[config.mk]
export PLATFORM = sky130hd
export DESIGN_NAME = map_loader
export DESIGN_NICKNAME = d
export VERILOG_FILES = /design/src/rtl/map_loader.sv
export SDC_FILE = /design/constraint.sdc
export NUM_CORES = 1
export LEC_CHECK = 0
export ABC_CLOCK_PERIOD_IN_PS = 2600
export CAP_MARGIN = 20
export CORE_ASPECT_RATIO = 1.1
export CORE_MARGIN = 4
export CORE_UTILIZATION = 39
export DETAILED_ROUTE_END_ITERATION = 6
export HOLD_SLACK_MARGIN = 0.15
export PLACE_DENSITY = 0.75
export RECOVER_POWER = 25
export REMOVE_ABC_BUFFERS = 1
export SLEW_MARGIN = 20
export SYNTH_ARGS = -nofsm -noshare
export SYNTH_HDL_FRONTEND = slang
export SYNTH_SLANG_ARGS = --single-unit
export TNS_END_PERCENT = 5
[constraint.sdc]
create_clock -name clk -period 2.6 [get_ports clk]
set_input_delay 0.52 -clock clk [delete_from_list [all_inputs] [get_ports clk]]
set_output_delay 0.52 -clock clk [all_outputs]
set_load 0.005 [all_outputs]
[src/rtl/map_loader.sv]
// rtl/map_loader.sv - picks a puzzle from the LFSR value and streams its 81 cells from ROM into the board memory
module map_loader #(
  parameter int NUM_MAPS   = 7,
  parameter int CELLS      = 81,
  parameter int ROM_ADDR_W = 10
) (
  input  logic                  clk,
  input  logic                  reset,
  input  logic                  start,
  input  logic [2:0]            random_number,
  output logic [ROM_ADDR_W-1:0] rom_addr,
  input  logic [3:0]            rom_data,
  output logic                  wr_en,
  output logic [6:0]            wr_addr,
  output logic [3:0]            wr_data,
  output logic                  wr_fixed,
  output logic [2:0]            map_index,
  output logic                  map_loaded,
  output logic                  busy,
  output logic                  load_error
);

  typedef enum logic [1:0] {IDLE, LOAD, DRAIN, DONE} state_t;

  state_t     state, next_state;
  logic [6:0] cnt;
  logic [6:0] rd_cell;
  logic       rd_valid;
  logic [2:0] idx;
  logic       accept;
  logic       last_cell;
  logic       rom_bad;

  // LFSR never yields 0, but treat it as puzzle 0 rather than wrapping to 7
  always_comb begin
    idx = 3'd0;
    if (random_number != 3'd0) idx = random_number - 3'd1;
    if (idx >= 3'(NUM_MAPS)) idx = idx - 3'(NUM_MAPS);
  end

  assign accept    = start && (state == IDLE || state == DONE);
  assign last_cell = (state == LOAD) && (cnt == 7'(CELLS - 1));
  assign rom_bad   = rd_valid && (rom_data > 4'd9);

  always_comb begin
    next_state = state;
    case (state)
      IDLE:    if (start) next_state = LOAD;
      LOAD:    if (last_cell) next_state = DRAIN;
      DRAIN:   next_state = DONE;
      DONE:    if (start) next_state = LOAD;
      default: next_state = IDLE;
    endcase
  end

  always_ff @(posedge clk) begin
    if (reset) begin
      state      <= IDLE;
      cnt        <= 7'd0;
      rd_cell    <= 7'd0;
      rd_valid   <= 1'b0;
      map_index  <= 3'd0;
      map_loaded <= 1'b0;
      busy       <= 1'b0;
      load_error <= 1'b0;
    end else begin
      state    <= next_state;
      rd_valid <= (state == LOAD);
      if (state == LOAD) begin
        cnt     <= cnt + 7'd1;
        rd_cell <= cnt;
      end
      if (rom_bad) load_error <= 1'b1;
      if (accept) begin
        map_index  <= idx;
        cnt        <= 7'd0;
        load_error <= 1'b0;
        map_loaded <= 1'b0;
        busy       <= 1'b1;
      end
      if (state == DRAIN) begin
        map_loaded <= 1'b1;
        busy       <= 1'b0;
      end
    end
  end

  assign rom_addr = (state == LOAD)
                  ? ROM_ADDR_W'(map_index) * ROM_ADDR_W'(CELLS) + ROM_ADDR_W'(cnt)
                  : '0;

  // ROM data lines up with rd_cell thanks to the one-cycle ROM latency
  assign wr_en    = rd_valid;
  assign wr_addr  = rd_cell;
  assign wr_data  = (rd_valid && rom_data <= 4'd9) ? rom_data : 4'd0;
  assign wr_fixed = (wr_data != 4'd0);

endmodule

Yosys cells after proc, flatten, opt, wreduce, memory -nomap -nowiden:

Index checks and enable logic that the tools add are counted.

* output and inout bits: 29
* logic and storage cells: 44
* flip-flop bits (word level): 23

* multiply operators: 1
* add/subtract/negate cells: 4
* equality and inequality tests: 6
* reduce and logical (&&, ||, !) cells: 13
* magnitude comparators: 3
* mux-type cells: 9

Operators by type and width (number)
* 10-bit by 7-bit adder with 10-bit output: 1
* 3-bit by 7-bit multiplier with 10-bit output (second input constant): 1
* 10-bit two-way mux: 1
* 7-bit by 1-bit adder with 7-bit output (second input constant): 1
* 7-bit equality test (second input constant): 1
* 3-bit two-way mux: 2
* 2-bit case mux with 3 select lines: 1
* 2-bit OR reduction: 3
* 2-bit equality test (second input constant): 2
* 4-bit greater-than comparator (second input constant): 1
* 4-bit <= comparator (second input constant): 1
* 1-bit logical AND: 4
* 2-bit two-way mux: 2
* 4-bit two-way mux: 1
* 4-bit nonzero test: 1
* 3-bit greater-or-equal comparator (second input constant): 1
* 3-bit nonzero test: 1
* 3-bit by 1-bit subtractor with 3-bit output (second input constant): 1
* 3-bit subtractor (second input constant): 1
* 2-bit by 1-bit equality test with 1-bit output (second input constant): 1
* 2-bit zero test: 1
* 1-bit two-way mux: 2
* 2-bit by 1-bit inequality test with 1-bit output (second input constant): 1
* 2-bit inequality test (second input constant): 1
* 3 further kinds: 3

Logic depth before layout (Yosys ltp):

* depth after elaboration: 5
* mapped depth: 7
* gate-level depth less buffers: 7

Worst setup path before layout:

OpenSTA, ideal clock, no wires.

* path kind: register -> output
* from: register map_index[0]
* to: output port rom_addr[8]
* path buffers: 0
* data required time: 2.080 ns
* slack: 0.123 ns
* cell stages (with the launch flop): 7
* arrival: 1.957 ns
* path through: dfxtp_1 -> ha_1 -> ha_1 -> ha_1 -> a21o_1 -> a221oi_1 -> mux2i_1

* longest elaborated chain between the ends: 3

Ends and longest elaborated chain
* from (decl): RTL line 17 `output logic [2:0] map_index,`
* from (signal assigned): RTL line 75 `map_index <= idx;`
* 3-bit by 7-bit multiplier with 10-bit output: RTL line 89 `? ROM_ADDR_W'(map_index) * ROM_ADDR_W'(CELLS) + ROM_ADDR_W'(cnt)`
* 10-bit by 7-bit adder with 10-bit output: RTL line 89
* 10-bit two-way mux: RTL line 89
* to (decl): RTL line 11 `output logic [ROM_ADDR_W-1:0] rom_addr,`

No other way between the ends.

Final worst setup path:

* from: register map_index[2]
* to: output port rom_addr[8]

The elaborated chain is that of the path after synthesis.

==> reports/results.ini <==
[yosys]
synth_mux_area_frac = 0.0751
yosys.area_share.adder = 0.199
ys_ff_latch = 23
synthXorXnorAreaFrac = 0.0532
synthFlopType = dfxtp_1
synth_compound_area_frac = 0.108
synth_top_area_cell = dfxtp_1
async_reset_ff_frac = 0
syn_avg_cell_area_um2 = 8.67
yosysTopAreaCellShare = 0.311
synth-simple-area-share = 0.217
yosys_warnings = 0
synth_edf_count = 0
seq_area_frac_synth = 0.311
synth.cell_area_um2 = 1480
synth_area_leaders = dfxtp_1 31%, ha_1 19%, mux2i_1 6.8%
synth_top_family_by_area = simple AND/OR/NAND/NOR gates
yosysUniqueCellTypes = 36
syn_inst = 171

[place]
place_hpwl_mm = 2.49
io_buffers = 38
dpl_worst_slack_ns = -0.391
placed_cell_area_um2 = 2040
finalWeightedCongestion = 0.779

[critical_path]
worstSetupEndpointType = output pin
critPathArrivalTime_ns = 2.13
reg2reg_setup_slack_ns = 0.26
path_class = flip-flop to output pin
crit_fanout = 4
cp-start-kind = flip-flop
rr_worst_depth = 6
timing.rr.start = state[1]
worst_ep_required_time_ns = 2.08
worst_r2r_endpoint = cnt[6]

[finish]
fin_area_um2 = 2280
final_nets = 260
fin_util = 0.625
final_common_cell = clkdlybuf4s50_1
drive_gt1_frac = 0.239
final_cell_mix = 26 x clkdlybuf4s50_1, 23 x nor2_1, 19 x dfxtp_1, 17 x buf_4
syn2layout_area_growth_pct = 54.0
num_antenna_cells = 0

[clocking]
cts.clk_slew.worst_paths_ns = 0.08
hold_buffers = 0
numCtsBuffers = 3
tritoncts = done
clock_sinks = 23
cts_htree_levels = 1
insertion_delay_ns = 0.26
clockBufferDepth = 2
cts_root_buf = clkbuf_8

[timing]
tns_ns = -0.0773
finalCritPeriodShare = 1.02
rsz0062_at_grt = yes
hold_violations = 0
setup_ws_ns = -0.0534
tightest_slew_ns = 0.749
drv_slew = 0
slew_headroom = 0.501
layout_min_cycle_time_ns = 2.65
skew_ns = 0.00396
finalSetupViolCount = 3
holdWs_ns = 0.450
timing.fmax_mhz = 377

[detailed_routing]
ant_nets = 0
wirelength_mm = 3.46
drt_iter0_drc = 18
drc = 0
vias = 1339
vias_per_cell = 4.85
wire_per_inst_um = 12.5
dr.pass1.iters = 4

[status]
run_status = finished with violations
violations = setup timing

[floorplanning]
dieHeight_um = 72.7
core_area_um2 = 3650
rows = 23
die_area_um2 = 4850
io_pins = 39
start_util = 0.406
die_w_um = 66.8

[hold_path]
holdPathStages = 2
min_to = load_error
worst_hold_path_type = flip-flop to flip-flop
hold_start = load_error

[power_and_ir_drop]
leakage_nw = 0.944
vdd_drop_max_mv = 0.398
power.density_nw_per_um2 = 622

[global_routing]
grt_pass1_vias = 1329
overflow = 0
grt_pass1_wl_mm = 5.68
grt_max_degree = 18
antenna_found_initial = 0
globalRouteTotalUtil = 0.148

[flow_run]
drv_cap = 0

==> metrics by stage <==
stage	instances	power, W
finish	276	0.00142
global route	276	0.00154
CTS	276	0.00139
detailed placement	271	0.00111
global placement	271	0.00110
floorplan	164	0.000819
==> cell usage after synthesis, types with 3 or more instances <==
cell type / count
and2_1: 7
o21ai_0: 5
nor2_1: 23
inv_1: 7
xor2_1: 5
a21oi_1: 9
xnor2_1: 4
ha_1: 22
dfxtp_1: 23
mux2i_1: 10
clkbuf_1: 5
nand2_1: 12
nor2b_1: 3
nand2b_1: 6
==> where the power goes <==
group          internal (W)  switching, W
clock network      0.000107      0.000113
registers          0.000410     0.0000470
logic              0.000395      0.000349
total              0.000911      0.000509
==> metal layers <==
metal | wire, um | global-route usage | vias up
met4 | 33 | 0.0429 | 0
li1 | - | - | 697
met5 | 0 | 0 | -
met1 | 1610 | 0.183 | 613
met2 | 1720 | 0.264 | 25
met3 | 92 | 0.0185 | 4
==> worst max-delay path: stages, from the launching register on <==
cell and delay (ns):
dfxtp_2 0.35, buf_6 0.13, ha_4 0.27, ha_2 0.27, nand3_2 0.06, nand2_2 0.06, buf_4 0.15, a221oi_4 0.25
mux2i_1 0.20, buf_2 0.13
==> layout make-up <==
type                            instances  area (um2)
Tap cell                               50        62.6
Clock buffer                            3        41.3
Clock inverter                          1        5.00
Multi-Input combinational cell        134        1180
Fill cell                             311        1370
Sequential cell                        23         465
Inverter                                7        26.3
Timing Repair Buffer                   58         505
==> registers in the layout, summed over array words and instances, names as in the netlist <==
signal / count
cnt: 7
wr_addr: 7
map_index: 3
state: 2
busy: 1
load_error: 1
map_loaded: 1
wr_en: 1
==> logic make-up (layout without fill, tap and decap cells) <==
family          Yosys count  after routing
mux                      11             11
simple gates             65             65
buf+inv                  14             69
flops                    23             23
fa+ha+maj                23             23
compound gates           26             26
xor+xnor                  9              9
==> repair_timing <==
action | 4_1_cts | 5_1_grt
pin swaps | 13 | 6
buffers inserted | 1 | 0
gates resized for setup | 45 | 11
hold endpoints to repair | 0 | 0
setup endpoints to repair | 8 | 7
==> how the worst max path moves through the flow <==
stage            startpoint  slack, ns          end
4_1_cts        map_index[0]      -0.10  rom_addr[7]
5_1_grt        map_index[2]      -0.13  rom_addr[8]
3_3_place_gp   map_index[0]      -0.36  rom_addr[8]
3_5_place_dp   map_index[0]      -0.39  rom_addr[8]
2_1_floorplan  map_index[0]       0.12  rom_addr[8]
6_report       map_index[2]      -0.05  rom_addr[8]
Power figures use the tool's default switching activity.
